--- config.mk ---
export PLATFORM = sky130hd
export DESIGN_NAME = reg2tl_be
export DESIGN_NICKNAME = d
export VERILOG_FILES = /design/src/rtl/sy_pkg.sv /design/src/rtl/reg2tl_be.sv
export SDC_FILE = /design/constraint.sdc
export NUM_CORES = 1
export LEC_CHECK = 0
export CAP_MARGIN = 20
export CORE_AREA = 4 4 164 166
export DETAILED_ROUTE_END_ITERATION = 8
export DIE_AREA = 0 0 168 170
export PLACE_DENSITY = 0.67
export RECOVER_POWER = 25
export SETUP_SLACK_MARGIN = 0.15
export SLEW_MARGIN = 20
export SYNTH_ARGS = -nofsm -noshare
export SYNTH_HDL_FRONTEND = slang
export SYNTH_SLANG_ARGS = --single-unit
--- constraint.sdc ---
create_clock -name clk_i -period 3.1 [get_ports clk_i]
set_input_delay 0.62 -clock clk_i [delete_from_list [all_inputs] [get_ports clk_i]]
set_output_delay 0.62 -clock clk_i [all_outputs]
set_load 0.02 [all_outputs]
--- src/rtl/sy_pkg.sv ---
// sy_pkg: shared TileLink-UL opcode encodings and bus constants
package sy_pkg;
   localparam int SRC_W = 4;
   typedef enum logic [2:0] {
      TL_PUT_FULL    = 3'd0,
      TL_PUT_PARTIAL = 3'd1,
      TL_GET         = 3'd4
   } tl_a_op_e;
   typedef enum logic [2:0] {
      TL_ACCESS_ACK      = 3'd0,
      TL_ACCESS_ACK_DATA = 3'd1
   } tl_d_op_e;
endpackage

--- src/rtl/reg2tl_be.sv ---
// reg2tl_be: single-outstanding register access to TileLink-UL initiator with timeout
module reg2tl_be
   import sy_pkg::*;
#(
   parameter int ADDR_WIDTH     = 64,
   parameter int DATA_WIDTH     = 64,
   parameter int SOURCE_ID      = 0,
   parameter int TIMEOUT_CYCLES = 1024
) (
   input  logic                    clk_i,
   input  logic                    rst_i,
   input  logic                    en_i,
   input  logic                    we_i,
   input  logic [ADDR_WIDTH-1:0]   addr_i,
   input  logic [DATA_WIDTH-1:0]   wdata_i,
   input  logic [DATA_WIDTH/8-1:0] be_i,
   output logic                    ready_o,
   output logic                    done_o,
   output logic [DATA_WIDTH-1:0]   rdata_o,
   output logic                    err_o,
   output logic                    a_valid_o,
   input  logic                    a_ready_i,
   output logic [2:0]              a_opcode_o,
   output logic [2:0]              a_size_o,
   output logic [SRC_W-1:0]        a_source_o,
   output logic [ADDR_WIDTH-1:0]   a_address_o,
   output logic [DATA_WIDTH/8-1:0] a_mask_o,
   output logic [DATA_WIDTH-1:0]   a_data_o,
   input  logic                    d_valid_i,
   output logic                    d_ready_o,
   input  logic [2:0]              d_opcode_i,
   input  logic                    d_denied_i,
   input  logic                    d_corrupt_i,
   input  logic [DATA_WIDTH-1:0]   d_data_i
);
   localparam int BW  = DATA_WIDTH / 8;
   localparam int LSB = $clog2(BW);
   localparam int CW  = $clog2(TIMEOUT_CYCLES);
   localparam logic [1:0] IDLE  = 2'd0;
   localparam logic [1:0] REQ   = 2'd1;
   localparam logic [1:0] RESP  = 2'd2;
   localparam logic [1:0] DRAIN = 2'd3;
   logic [1:0]    state;
   logic [CW-1:0] cnt;
   logic          expired;
   logic          is_read;
   logic          resp_err;
   assign ready_o   = state == IDLE;
   assign a_valid_o = state == REQ;
   assign d_ready_o = state == RESP || state == DRAIN;
   assign expired   = cnt == CW'(TIMEOUT_CYCLES - 1);
   assign is_read   = a_opcode_o == TL_GET;
   assign resp_err  = d_denied_i | (is_read & d_corrupt_i) |
                      (d_opcode_i != (is_read ? TL_ACCESS_ACK_DATA : TL_ACCESS_ACK));
   // request/response sequencing; timeout has priority over a late A handshake in REQ,
   // while a D handshake on the expiry cycle completes normally
   always_ff @(posedge clk_i) begin
      if (rst_i) begin
         state       <= IDLE;
         cnt         <= '0;
         done_o      <= 1'b0;
         err_o       <= 1'b0;
         rdata_o     <= '0;
         a_opcode_o  <= '0;
         a_size_o    <= '0;
         a_source_o  <= '0;
         a_address_o <= '0;
         a_mask_o    <= '0;
         a_data_o    <= '0;
      end else begin
         done_o <= 1'b0;
         case (state)
            IDLE: if (en_i) begin
               if (we_i && be_i == '0) begin
                  done_o <= 1'b1;
                  err_o  <= 1'b0;
               end else begin
                  state       <= REQ;
                  cnt         <= '0;
                  a_opcode_o  <= we_i ? (&be_i ? TL_PUT_FULL : TL_PUT_PARTIAL) : TL_GET;
                  a_size_o    <= 3'(LSB);
                  a_source_o  <= SRC_W'(SOURCE_ID);
                  a_address_o <= addr_i & ~ADDR_WIDTH'(BW - 1);
                  a_mask_o    <= we_i ? be_i : '1;
                  a_data_o    <= wdata_i;
               end
            end
            REQ: if (expired) begin
               done_o <= 1'b1;
               err_o  <= 1'b1;
               state  <= IDLE;
            end else begin
               cnt <= cnt + 1'b1;
               if (a_ready_i) state <= RESP;
            end
            RESP: if (d_valid_i) begin
               done_o <= 1'b1;
               err_o  <= resp_err;
               if (is_read) rdata_o <= d_data_i;
               state  <= IDLE;
            end else if (expired) begin
               done_o <= 1'b1;
               err_o  <= 1'b1;
               cnt    <= '0;
               state  <= DRAIN;
            end else begin
               cnt <= cnt + 1'b1;
            end
            default: if (d_valid_i || expired) state <= IDLE;
                     else cnt <= cnt + 1'b1;
         endcase
      end
   end
endmodule

# Word level (Yosys, flattened, before mapping)
# Cells that the tools add are included.
word_totals:
  elab_cells: 71
  output_inout_bits: 215
  regBits: 215
  inputBits: 211
op_classes:
  eq_ne: 14
  n_bitwise: 4
  reduce_logical: 13
  n_mux: 29
  n_addsub: 1
op_table:
  columns: ["cell", "n"]
  rows:
  - ["$mux 10", 6]
  - ["$pmux 10 s3", 1]
  - ["$mux 2", 7]
  - ["$add 10x1->10 const B", 1]
  - ["$eq 10x10->1 const B", 1]
  - ["$mux 1", 10]
  - ["$reduce_and 5->1", 2]
  - ["$reduce_and 3->1", 3]
  - ["$logic_not 8->1", 1]
  - ["$mux 8", 1]
  - ["$ne 2x2->1 const B", 4]
  - ["$reduce_and 8->1", 1]
  - ["$pmux 1 s3", 2]
  - ["$pmux 2 s3", 1]
  - ["$eq 2x2->1 const B", 2]
  - ["$ne 4x4->1 const B", 1]
  - ["$reduce_bool 4->1", 1]
  - ["$eq 3x3->1 const B", 1]
  - ["$mux 3", 1]
  - ["$ne 3x1->1", 1]
  - ["$ne 3x1->1 const B", 1]
  - ["$ne 3x3->1 const B", 1]
  - ["$reduce_bool 3->1", 1]
  - ["$eq 2x1->1 const B", 1]
  - ["7 further kinds", 9]

# Depth between registers and ports, before layout
# Gate-level depths: netlist of the first run.
depth:
  ltp_word: 6
  mapped_depth: 10
  ltp_nobuf: 7

# Worst setup path before layout of the first run
# No wires, ideal clock.
synth_timing:
  path_type: "input to register"
  startpoint: "input be_i[0]"
  endpoint: "register a_data_o[10]"
  setup_slack_ns: 0.917
  path_stages: 8
  required_ns: 3.029
  arrival_ns: 2.112
  setup_ns: 0.071
  n_path_buf: 3
  path_cell_list: "or4_4 nor3_4 or2_1 buf_4 buf_8 buf_6 nand2_2 a21oi_2"
synth_via:
  elab_chain_cells: 4
synth_rtl:
  columns: ["item", "line_no", "rtl"]
  rows:
  - ["from (decl)", "reg2tl_be.sv:16", "input logic [DATA_WIDTH/8-1:0] be_i,"]
  - ["$logic_not 8->1", "reg2tl_be.sv:74", "if (we_i && be_i == '0) begin"]
  - ["$logic_and 1x1->1", "reg2tl_be.sv:74", null]
  - ["$not 1->1 (no line)", null, null]
  - ["$reduce_and 3->1 (no line)", null, null]
  - ["to (signal assigned)", "reg2tl_be.sv:85", "a_data_o <= wdata_i;"]
  - ["to (decl)", "reg2tl_be.sv:28", "output logic [DATA_WIDTH-1:0] a_data_o,"]
# No other way between the ends.
# A chain may end at the register's enable or synchronous reset.

# Final worst setup path of the first run
layout_timing:
  startpoint: "register state[0]"
  endpoint: "output d_ready_o"
layout_via:
  elab_chain_cells: 2
  word_cells_on_any_way: 3
  classes_between: "eq/ne: 2; reduce/logical: 1"
layout_rtl:
  columns: ["item", "line_no", "rtl"]
  rows:
  - ["from (decl)", "reg2tl_be.sv:43", "logic [1:0] state;"]
  - ["from (signal assigned)", "reg2tl_be.sv:59", "state <= IDLE;"]
  - ["from (signal assigned)", "reg2tl_be.sv:78", "state <= REQ;"]
  - ["from (signal assigned)", "reg2tl_be.sv:91", "state <= IDLE;"]
  - ["$eq 2x2->1", "reg2tl_be.sv:50", "assign d_ready_o = state == RESP || state == DRAIN;"]
  - ["$logic_or 1x1->1 *", "reg2tl_be.sv:50", null]
  - ["to (decl)", "reg2tl_be.sv:30", "output logic d_ready_o,"]
# Mark *: on every way between the ends. The rest lies on a longest branch, timed or not.

==> results of run 1 <==
==> Yosys cell counts, types with 2 or more instances <==
cell type  count  area, um2
nand2_2       20        125
and3_1         2       12.5
buf_6          6       67.6
or2_2          2       12.5
nor3b_1        7       52.6
a21oi_2       20        175
o21ba_2        2       20.0
inv_1         11       41.3
a21oi_1      182        911
nand4_1        4       25.0
nand2_1      366       1370
o22ai_1        2       12.5
nand3_1       14       70.1
buf_2          9       45.0
nor2_1        22       82.6
dfxtp_1      214       4280
or3_1          2       12.5
a211oi_1       3       22.5
o21ai_0        5       25.0
nor4_1         2       12.5
nor3_1        13       65.1
o31ai_1        3       22.5
clkbuf_1      52        195
a31oi_1        2       12.5
ha_1           6       75.1
nor2b_1        2       12.5
o211ai_1       2       15.0
buf_4         11       82.6
o32ai_1        5       43.8
==> cell families (layout without fill, tap and decap cells) <==
kind of cell	count (synthesis)	in the layout	share of synthesized area [%]
adders and majority gates	6	6	0.933
other	1	9	0.0466
buffers and inverters	92	486	5.64
muxes	1	1	0.140
AOI/OAI and AO/OA	231	231	16.1
DFF	214	214	53.2
and+or+nand+nor	463	463	23.9
==> layer usage <==
layer	part of all wire (%)	track usage, %	wire, um	vias up
met5	0	0	0	-
met4	2.2	4.66	624	0
met3	10	7.76	2840	41
met2	49	32.3	14000	306
met1	39	20.6	11000	3684
li1	-	-	-	4041
==> sequential cells by signal, indices dropped and copies added, names as in the netlist <==
register / flops
a_data_o: 64
rdata_o: 64
a_address_o: 61
cnt: 10
a_mask_o: 8
a_opcode_o: 2
state: 2
a_size_o: 1
done_o: 1
err_o: 1
==> final cells by class <==
type                       count  area, um2  share of cell area [%]
multi-input combinational    710       3350                    25.1
clock buffer                  35        746                    5.58
inverter                      12       45.0                   0.337
clock inverter                12        195                    1.46
tap                          335        419                    3.13
timing repair buffer         427       4330                    32.4
sequential                   214       4280                    32.0
==> worst paths after layout <==
| kind | start | endpoint | slack [ns] | cells past startpoint |
|---|---|---|---|---|
| min | a_data_o[52] | a_data_o[52] | 0.45 | 2 |
| max reg2reg | state[0] | cnt[9] | 0.66 | 7 |
| min reg2reg | a_data_o[52] | a_data_o[52] | 0.45 | 2 |
| max | state[0] | d_ready_o | 0.28 | 4 |
==> metrics by stage <==
stage,hold slack (ns),instances,power [uW]
2_1_floorplan,0.457,1016,5020
3_3_place_gp,0.441,1698,6290
3_5_place_dp,0.445,1698,6330
4_1_cts,0.426,1745,9670
5_1_grt,0.447,1745,10000
6_report,0.447,1745,9510
==> power groups by stage <==
stage | combinational (uW) | sequential [uW] | clock, uW
after floorplan | 1320 | 3690 | 0
after global placement | 2980 | 3310 | 0
after detailed placement | 3000 | 3320 | 0
after CTS | 3020 | 3270 | 3390
after global routing | 3200 | 3310 | 3500
final | 2950 | 3260 | 3290
==> worst min-delay path: cells and delay by family (launching register included) <==
family / cells / cell delay, ns
flops: 1 / 0.30
compound gates: 1 / 0.05
simple gates: 1 / 0.05
==> reports/summary.md, run 1 <==
* finished clean — outcome
* 2 — buffers plus inverters on the worst setup path
* 0.55 ns — Max stage delay on crit path
* false — RSZ-0062 raised after global routing
* flip-flop — launching element type of the critical path
* 168 um — die boundary width
* 8050 um2 — post-synth design cell area
* 10 — largest driver fanout on the critical path
* 0 ns — final-layout setup total negative slack
* done — TritonCTS clock tree
* 52.2% — Final Util
* 383 — drt first-iter violations
* 0 — count of hold-fix buffers inserted at cts
* 0 — Slew Viols, Final
* 46 — Netlist cell types
* 0 — Final setup viols
* 0.807 — gpl congestion
* 0 — count of nets left with antenna violations after detail routing
* 32.2% — net switching fraction of the power
* 25600 um2 — area inside the core boundary
* 0 — CTS resizes
* 355 MHz — maximum achievable frequency
* clkdlybuf4s50_1 (372), nand2_1 (366), dfxtp_1 (214), a21oi_1 (182), dlygate4sd3_1 (40) — most used cells in the layout excluding fill and tap cells
* flip-flop to flip-flop — Hold WC Path Type
* 214 — Synth Register Bits
* 426 — count of pins on the block boundary
* 711 nW/um2 — Cell Pwr Density
* 28600 um2 — overall die area
* 1608 — Post-layout nets
* inv_1 > ha_1 > or2_2 > clkdlybuf4s50_1 — critical-path cell list
* 2.82 ns — Final Critical Period
* 2.48 ns — required arrival time at the worst endpoint
* 7892 — vias in the first global route
* 0.00490 uW — static leakage
* 3 — CTS Buffer Depth
* 0.795 ns — actual slew at the worst max-slew pin
* 130 — largest net degree at the start of global routing
* 0 — total congestion overflow after global routing
* clkbuf_16 — clock tree root driver cell
* 0.0194 ns — setup skew after layout
* 214 — clock sinks
* output pin — category of the worst setup path capture point
* 16.3 um — drt wl/cell
* 0 — Post-synth EDFFs
* 34.6% — portion of total power attributed to the clock network
* dfxtp_1 — commonest register cell after synthesis
* 0 — warning count from the yosys run
* 0% — share of flip-flops with an asynchronous set or reset after synthesis
* 0 — number of antenna cells inserted
* 6450 uW — Internal Power
* 4.63 — Via density
* 31.4% — effective utilization at floorplan
* 26 — total CTS buffers
* 8072 — detailed-route via count
* 1008 — Mapped Cells
* 28500 um — routed wire length
* 0 — max capacitance violation total
* 5 — First-pass DRT Iterations
* 0.52 ns — worst-skew pair later-pin latency
* 0.280 ns — worst slack, placed
* clkdlybuf4s50_1 — slowest cell on the critical path
* 0 — remaining routing DRC violations
* 0 — antenna violations before repair
* 7.59% — share of layout cells above drive strength 1
* 0 — number of post-CTS setup repair buffers
* 90.9% — share of the cycle needed by the critical path after routing
* 13400 um2 — final standard cell area without fillers
* 47.0% — Worst slew margin
* 42900 um — global-route wire length before repair
* 0.06 ns — post-CTS clock slew at the launch and capture registers of the worst setup and hold paths
* 2410 — fillcell total
* 3060 uW — net switching component of the power
* 484 uV — worst-case vdd ir drop
* 34.3% — sequential cell fraction of total power
* flip-flop to output pin — type of the worst setup path
* clkdlybuf4s50_1 — most common cell after layout, fill and taps aside
* buffers and inverters — CP delay by family, top
* 0.282 ns — crit path setup slack, layout
* 170 um — height of the die
* 413 — Port Buf Inserts
* 59 — num rows
* 7.99 um2 — Mapped Avg Cell Area
* 1 — # H-tree levels
* 12400 um2 — Placed Area
* 66.1% — layout overhead on the synthesized area
* 18.4% — global-route usage over all layers
* 53.2% — Seq/Total Area, Yosys
* 31.1% — portion of total power attributed to combinational logic
* 20200 um — sum of net half-perimeters after detailed placement
* 0 — number of endpoints with negative hold slack in the final report
* 2.20 ns — data arrival at the endpoint of the critical path
Note: power is estimated with default switching activity, not from simulation.
==> run 2: changes to the inputs <==
SKIP_LAST_GASP = 1   (was unset)
==> results of run 2 <==
Final layout, timing and power as in run 1 (identical DEF).
